--- config.mk ---
export PLATFORM = sky130hd
export DESIGN_NAME = vdp_super_vram_arbiter
export DESIGN_NICKNAME = d
export VERILOG_FILES = /design/src/rtl/vdp_super_arb_pkg.sv /design/src/rtl/vdp_arb_starve_counter.sv /design/src/rtl/vdp_super_vram_arbiter.sv
export SDC_FILE = /design/constraint.sdc
export NUM_CORES = 1
export LEC_CHECK = 0
export CAP_MARGIN = 20
export CORE_MARGIN = 8
export CORE_UTILIZATION = 40
export CTS_BUF_LIST = sky130_fd_sc_hd__clkbuf_4 sky130_fd_sc_hd__clkbuf_8
export CTS_CLUSTER_SIZE = 30
export DETAILED_ROUTE_END_ITERATION = 7
export PLACE_DENSITY = 0.85
export SETUP_SLACK_MARGIN = 0.05
export SKIP_CTS_REPAIR_TIMING = 1
export SLEW_MARGIN = 0
export SYNTH_ARGS = -nofsm -noshare
export SYNTH_HDL_FRONTEND = slang
export SYNTH_SLANG_ARGS = --single-unit
export TNS_END_PERCENT = 100
--- constraint.sdc ---
create_clock -name clk -period 5.1 [get_ports clk]
set_input_delay 1.53 -clock clk [delete_from_list [all_inputs] [get_ports clk]]
set_output_delay 1.53 -clock clk [all_outputs]
set_load 0.01 [all_outputs]
--- src/rtl/vdp_super_arb_pkg.sv ---
// Shared types and helpers for the super-res VRAM arbiter.
// Latency: n/a (types and pure functions only).
// Backpressure: n/a.
package vdp_super_arb_pkg;

    typedef enum logic [1:0] {
        NONE = 2'd0,
        DISP = 2'd1,
        CPU  = 2'd2,
        CMD  = 2'd3
    } owner_t;

    typedef enum logic {
        IDLE = 1'b0,
        BUSY = 1'b1
    } arb_state_t;

    // One-hot byte enable for the byte lane selected by addr[1:0].
    function automatic logic [3:0] byte_be(input logic [1:0] lane);
        return 4'b0001 << lane;
    endfunction

    // Extract the byte in the given lane of a 32-bit word (lane 0 = bits 7:0).
    function automatic logic [7:0] lane_byte(input logic [31:0] word, input logic [1:0] lane);
        return 8'(word >> {lane, 3'b000});
    endfunction

endpackage

--- src/rtl/vdp_arb_starve_counter.sv ---
// Per-requester wait counter; flags a requester that has waited LIMIT cycles.
// Latency: starved reflects the registered count (one cycle behind req/granted).
// Backpressure: none; counts while req is held and not being served.
module vdp_arb_starve_counter #(
    parameter int LIMIT = 48
) (
    input  logic clk,
    input  logic reset,
    input  logic req,
    input  logic granted,
    output logic starved
);

    localparam int CW = $clog2(LIMIT + 1);
    localparam logic [CW-1:0] LIM = CW'(LIMIT);

    logic [CW-1:0] count;

    // Count waiting cycles, saturating at LIMIT; clear when idle or served.
    always_ff @(posedge clk or posedge reset) begin
        if (reset) begin
            count <= '0;
        end else if (!req || granted) begin
            count <= '0;
        end else if (count != LIM) begin
            count <= count + 1'b1;
        end
    end

    assign starved = (count == LIM);

endmodule

--- src/rtl/vdp_super_vram_arbiter.sv ---
// Arbitrates the 32-bit VRAM port between display fetch, CPU bytes and command-engine bytes.
// Latency: request sampled in IDLE -> mem_req next cycle; mem_ack -> ack/valid next cycle.
// Backpressure: mem_* held constant until mem_ack; requesters hold req until their pulse.
module vdp_super_vram_arbiter
    import vdp_super_arb_pkg::*;
#(
    parameter int STARVE_LIMIT = 48
) (
    input  logic        clk,
    input  logic        reset,
    input  logic        drawing,
    input  logic        disp_req,
    input  logic [17:0] disp_addr,
    output logic        disp_valid,
    output logic [31:0] disp_data,
    input  logic        cpu_req,
    input  logic        cpu_we,
    input  logic [19:0] cpu_addr,
    input  logic [7:0]  cpu_wdata,
    output logic        cpu_ack,
    output logic [7:0]  cpu_rdata,
    input  logic        cmd_req,
    input  logic        cmd_we,
    input  logic [19:0] cmd_addr,
    input  logic [7:0]  cmd_wdata,
    output logic        cmd_ack,
    output logic [7:0]  cmd_rdata,
    output logic        mem_req,
    output logic        mem_we,
    output logic [17:0] mem_addr,
    output logic [3:0]  mem_be,
    output logic [31:0] mem_wdata,
    input  logic        mem_ack,
    input  logic [31:0] mem_rdata
);

    arb_state_t state, state_nxt;
    owner_t     owner, win, grant, rr_pick;
    logic       rr_ptr;       // 0: CPU preferred on a tie, 1: command engine preferred
    logic [1:0] lane;         // byte lane of the transfer in flight
    logic       cpu_m, cmd_m, disp_m;
    logic       cpu_starved, cmd_starved;

    logic [19:0] sel_addr;
    logic        sel_we;
    logic [7:0]  sel_wdata;
    logic        nxt_we;
    logic [17:0] nxt_addr;
    logic [3:0]  nxt_be;
    logic [31:0] nxt_wdata;

    // A requester whose pulse is out this cycle is already served; hide its req.
    assign cpu_m  = cpu_req  & ~cpu_ack;
    assign cmd_m  = cmd_req  & ~cmd_ack;
    assign disp_m = disp_req & ~disp_valid;

    vdp_arb_starve_counter #(.LIMIT(STARVE_LIMIT)) u_cpu_starve (
        .clk     (clk),
        .reset   (reset),
        .req     (cpu_req),
        .granted ((grant == CPU) || (owner == CPU)),
        .starved (cpu_starved)
    );

    vdp_arb_starve_counter #(.LIMIT(STARVE_LIMIT)) u_cmd_starve (
        .clk     (clk),
        .reset   (reset),
        .req     (cmd_req),
        .granted ((grant == CMD) || (owner == CMD)),
        .starved (cmd_starved)
    );

    // Pick the winner: starved byte requester, then display (drawing window), else round-robin.
    always_comb begin
        rr_pick = NONE;
        win     = NONE;
        if (cpu_m && cmd_m) rr_pick = rr_ptr ? CMD : CPU;
        else if (cpu_m)     rr_pick = CPU;
        else if (cmd_m)     rr_pick = CMD;

        if (drawing) begin
            if (cpu_starved && cpu_m)      win = CPU;
            else if (cmd_starved && cmd_m) win = CMD;
            else if (disp_m)               win = DISP;
            else                           win = rr_pick;
        end else begin
            if (rr_pick != NONE)           win = rr_pick;
            else if (disp_m)               win = DISP;
        end
    end

    // Next-state logic: grant only from IDLE, return to IDLE on controller ack.
    always_comb begin
        state_nxt = state;
        grant     = NONE;
        case (state)
            IDLE: begin
                if (win != NONE) begin
                    grant     = win;
                    state_nxt = BUSY;
                end
            end
            BUSY: begin
                if (mem_ack) state_nxt = IDLE;
            end
            default: state_nxt = IDLE;
        endcase
    end

    // Build the memory request for the granted requester.
    always_comb begin
        sel_addr  = cpu_addr;
        sel_we    = cpu_we;
        sel_wdata = cpu_wdata;
        if (grant == CMD) begin
            sel_addr  = cmd_addr;
            sel_we    = cmd_we;
            sel_wdata = cmd_wdata;
        end
        if (grant == DISP) begin
            nxt_we    = 1'b0;
            nxt_addr  = disp_addr;
            nxt_be    = 4'b1111;
            nxt_wdata = '0;
        end else begin
            nxt_we    = sel_we;
            nxt_addr  = sel_addr[19:2];
            nxt_be    = sel_we ? byte_be(sel_addr[1:0]) : 4'b1111;
            nxt_wdata = {4{sel_wdata}};
        end
    end

    // FSM state register.
    always_ff @(posedge clk or posedge reset) begin
        if (reset) state <= IDLE;
        else       state <= state_nxt;
    end

    // Issue registers, owner/round-robin bookkeeping and completion pulses.
    always_ff @(posedge clk or posedge reset) begin
        if (reset) begin
            owner      <= NONE;
            rr_ptr     <= 1'b0;
            lane       <= 2'd0;
            mem_req    <= 1'b0;
            mem_we     <= 1'b0;
            mem_addr   <= '0;
            mem_be     <= '0;
            mem_wdata  <= '0;
            disp_valid <= 1'b0;
            disp_data  <= '0;
            cpu_ack    <= 1'b0;
            cpu_rdata  <= '0;
            cmd_ack    <= 1'b0;
            cmd_rdata  <= '0;
        end else begin
            disp_valid <= 1'b0;
            cpu_ack    <= 1'b0;
            cmd_ack    <= 1'b0;
            if (grant != NONE) begin
                owner     <= grant;
                mem_req   <= 1'b1;
                mem_we    <= nxt_we;
                mem_addr  <= nxt_addr;
                mem_be    <= nxt_be;
                mem_wdata <= nxt_wdata;
                lane      <= sel_addr[1:0];
                if (grant == CPU)      rr_ptr <= 1'b1;
                else if (grant == CMD) rr_ptr <= 1'b0;
            end else if ((state == BUSY) && mem_ack) begin
                mem_req <= 1'b0;
                owner   <= NONE;
                case (owner)
                    DISP: begin
                        disp_valid <= 1'b1;
                        disp_data  <= mem_rdata;
                    end
                    CPU: begin
                        cpu_ack   <= 1'b1;
                        cpu_rdata <= lane_byte(mem_rdata, lane);
                    end
                    CMD: begin
                        cmd_ack   <= 1'b1;
                        cmd_rdata <= lane_byte(mem_rdata, lane);
                    end
                    default: ;
                endcase
            end
        end
    end

endmodule
==> results.json <==
{
  "status": "finished, final reports clean",
  "grt_pass1_vias": 4813,
  "tightest_slew_ns": 0.993,
  "antenna_found_initial": 0,
  "cts_sinks": 101,
  "areaGrowthSynthToFinish_pct": 46.4,
  "power.share.switching": 0.387,
  "yosys_warnings": 0,
  "synthArstFlopShare": 1.00,
  "power_switching_mw": 1.53,
  "dp.final_hpwl_um": 12300,
  "layout.cells.non_filler": 875,
  "p_clk_frac": 0.130,
  "cts_tree": "yes",
  "fp-row-count": 41,
  "worst_ep_required_time_ns": 5.37,
  "drv_slew": 0,
  "grt_usage": 0.194,
  "die-area_sq_mm": 0.0164,
  "drtIter0Drc": 224,
  "rsz0062_at_grt": "no",
  "power.internal_mw": 2.43,
  "clockBufferDepth": 2,
  "ys_seq_area_frac": 0.504,
  "ir_worst_vdd_uv": 298,
  "root_buffer": "clkbuf_8",
  "gr-total-overflow": 0,
  "ios": 222,
  "ys_ff_latch": 101,
  "start_util": 0.404,
  "vias": 4439,
  "ant_nets": 0,
  "leakage_nw": 3.20,
  "crit_path_end_kind": "flip-flop",
  "routabilityCongestion": 0.837,
  "routed_wl_um": 16000,
  "netlist_area_sq_mm": 0.00502,
  "via_per_inst": 5.07,
  "max_freq_mhz": 272,
  "core-area_sq_mm": 0.0124,
  "grt_pass1_wl_um": 25000,
  "synth_cell_types": 48,
  "fin_crit_ns": 3.68,
  "hold_path.class": "flip-flop to flip-flop",
  "wl_per_cell_um": 18.3,
  "skew_ns": 0.0217,
  "p_seq_frac": 0.357,
  "cp_data_arrival_time_ns": 3.95,
  "grt_max_degree": 58,
  "path_clk_slew_ns": 0.11,
  "setup_violations": 0,
  "maxCapViolations": 0,
  "placedCellCount": 859,
  "syn_nets": 630,
  "drc": 0,
  "synthCells": 511,
  "h-tree-depth": 3,
  "pwr-share-comb": 0.513,
  "setup.worst_path.start_class": "input port",
  "fin_nets": 817,
  "first_pass_iters": 4,
  "fin_crit_sh": 0.721,
  "crit_fanout": 22,
  "path_class": "input port to flip-flop",
  "n_antenna_cell": 0,
  "yosys_most_used_dff": "dfrtp_1",
  "powerDensity_mw_per_mm2": 539,
  "synth_edf_count": 0,
  "cts_buffers": 9,
  "die_width_um": 128,
  "drive_above_1_share": 0.0711,
  "hold_viol_final": 0,
  "die_y_um": 128,
  "clk_latency_ns": 0.39,
  "port_buffers": 221,
  "avgSynthCellArea_sq_um": 9.82,
  "relSlewSlack": 0.337,
  "fin_setup_tns_ns": 0
}
## flip-flops by register name, indices dropped and copies added, names as in the netlist
signal and count:
cmd_ack 1, cmd_rdata 8, cpu_ack 1, cpu_rdata 8, disp_data 32, disp_valid 1
lane 2, mem_addr 18, mem_be 4, mem_req 1, mem_wdata 8, mem_we 1
owner 2, rr_ptr 1, state 1, u_cmd_starve.count 6, u_cpu_starve.count 6
## power by group through the flow
stage                     Sequential [mW]  Combinational, mW  Clock [mW]
after global routing                 1.47               2.21       0.550
after CTS                            1.42               2.06       0.521
after detailed placement             1.43               2.05           0
after floorplan                      1.49              0.982           0
final                                1.41               2.03       0.515
after global placement               1.41               1.99           0
## cell type report
type	count	area (sq um)
fillers	1085	5070
repair buffers	227	2260
flip-flops and latches	101	2530
well taps	172	215
clock inverters	6	57.6
multi-input cells	343	2100
inverters	16	62.6
clock buffers	10	131
## path summary, 6_finish.rpt
path,cells past startpoint,to,slack (ns),from
min in group asynchronous,2,disp_data[5],1.61,reset
worst min-delay path,2,cpu_rdata[0],0.49,cpu_rdata[0]
max in group asynchronous,3,mem_wdata[27],2.64,reset
worst max-delay path,7,mem_be[1],1.42,cmd_req
worst max register to register,8,mem_be[1],2.25,u_cmd_starve.count[0]
worst min register to register,2,cpu_rdata[0],0.49,cpu_rdata[0]
## routing by layer
layer | global-route usage | vias to the layer above | part of all wire | wire length, um
li1 | - | 2085 | - | -
met1 | 0.204 | 2127 | 0.37 | 5920
met2 | 0.322 | 202 | 0.47 | 7580
met3 | 0.103 | 25 | 0.13 | 2140
met4 | 0.0762 | 0 | 0.024 | 380
met5 | 0 | - | 0 | 0
## critical path: stages
cell	delay, ns
clkdlybuf4s50_1	0.50
nand2b_1	0.12
a311oi_1	0.30
a211o_1	0.26
or2_1	0.66
a31oi_1	0.21
o32a_1	0.36
## kinds of logic (layout without fill, tap and decap cells)
group,Yosys count,after routing,share of synthesized area
AND/OR/NAND/NOR,230,230,0.207
adder cells (fa/ha/maj),4,4,0.00998
AO/OA/AOI/OAI,73,73,0.108
XOR/XNOR,8,8,0.0140
flip-flops,101,101,0.504
buffers and inverters,67,259,0.0786
multiplexers,28,28,0.0783
## cells in the mapped netlist, types with 2 or more instances
cell type  count  area (sq um)
nand2b_1       6          37.5
buf_1          2          7.51
nand2_1      154           578
mux4_2         8           180
nand3_1        9          45.0
buf_4         27           203
or2_1          2          12.5
dfrtp_1      101          2530
mux2i_1       10           100
xor2_1         5          43.8
a21oi_1        7          35.0
inv_1         16          60.1
clkbuf_1       9          33.8
a211oi_1      17           128
nor2b_1       20           125
nor3_1         3          15.0
o2bb2ai_1      9          78.8
buf_2          9          45.0
nand3b_1       3          22.5
o21ai_0        5          25.0
nor4b_1        2          17.5
xnor2_1        3          26.3
o221ai_1       2          17.5
mux2_2        10           113
o32a_1         4          40.0
buf_6          4          45.0
ha_1           4          50.1
a31oi_1       20           125
nor2_1        17          63.8
and3_1         5          31.3
## metrics by stage
stage / cell area [sq um] / total power, mW / hold WS (ns) / util / setup WS [ns]
2_1_floorplan: 5020 / 2.48 / 0.490 / - / 0.923
3_5_place_dp: 7160 / 3.48 / 0.462 / 0.577 / 1.08
4_1_cts: 7350 / 4.00 / 0.491 / 0.592 / 1.49
3_3_place_gp: 7160 / 3.40 / 0.458 / 0.577 / 1.23
5_1_grt: 7350 / 4.23 / 0.519 / 0.592 / 1.30
6_report: 7350 / 3.96 / 0.492 / 0.592 / 1.42
## layout by cell type, fill, tap and decap left out, drive strengths merged, types with 6 or more instances in the layout
cell type / n
a211oi: 17
a21oi: 7
a31oi: 20
buf: 6
clkbuf: 10
clkdlybuf4s50: 221
dfrtp: 101
inv: 22
mux2: 10
mux2i: 10
mux4: 8
nand2: 154
nand2b: 7
nand3: 9
nor2: 19
nor2b: 20
o2bb2ai: 9
Note: power is estimated with default switching activity, not from simulation.
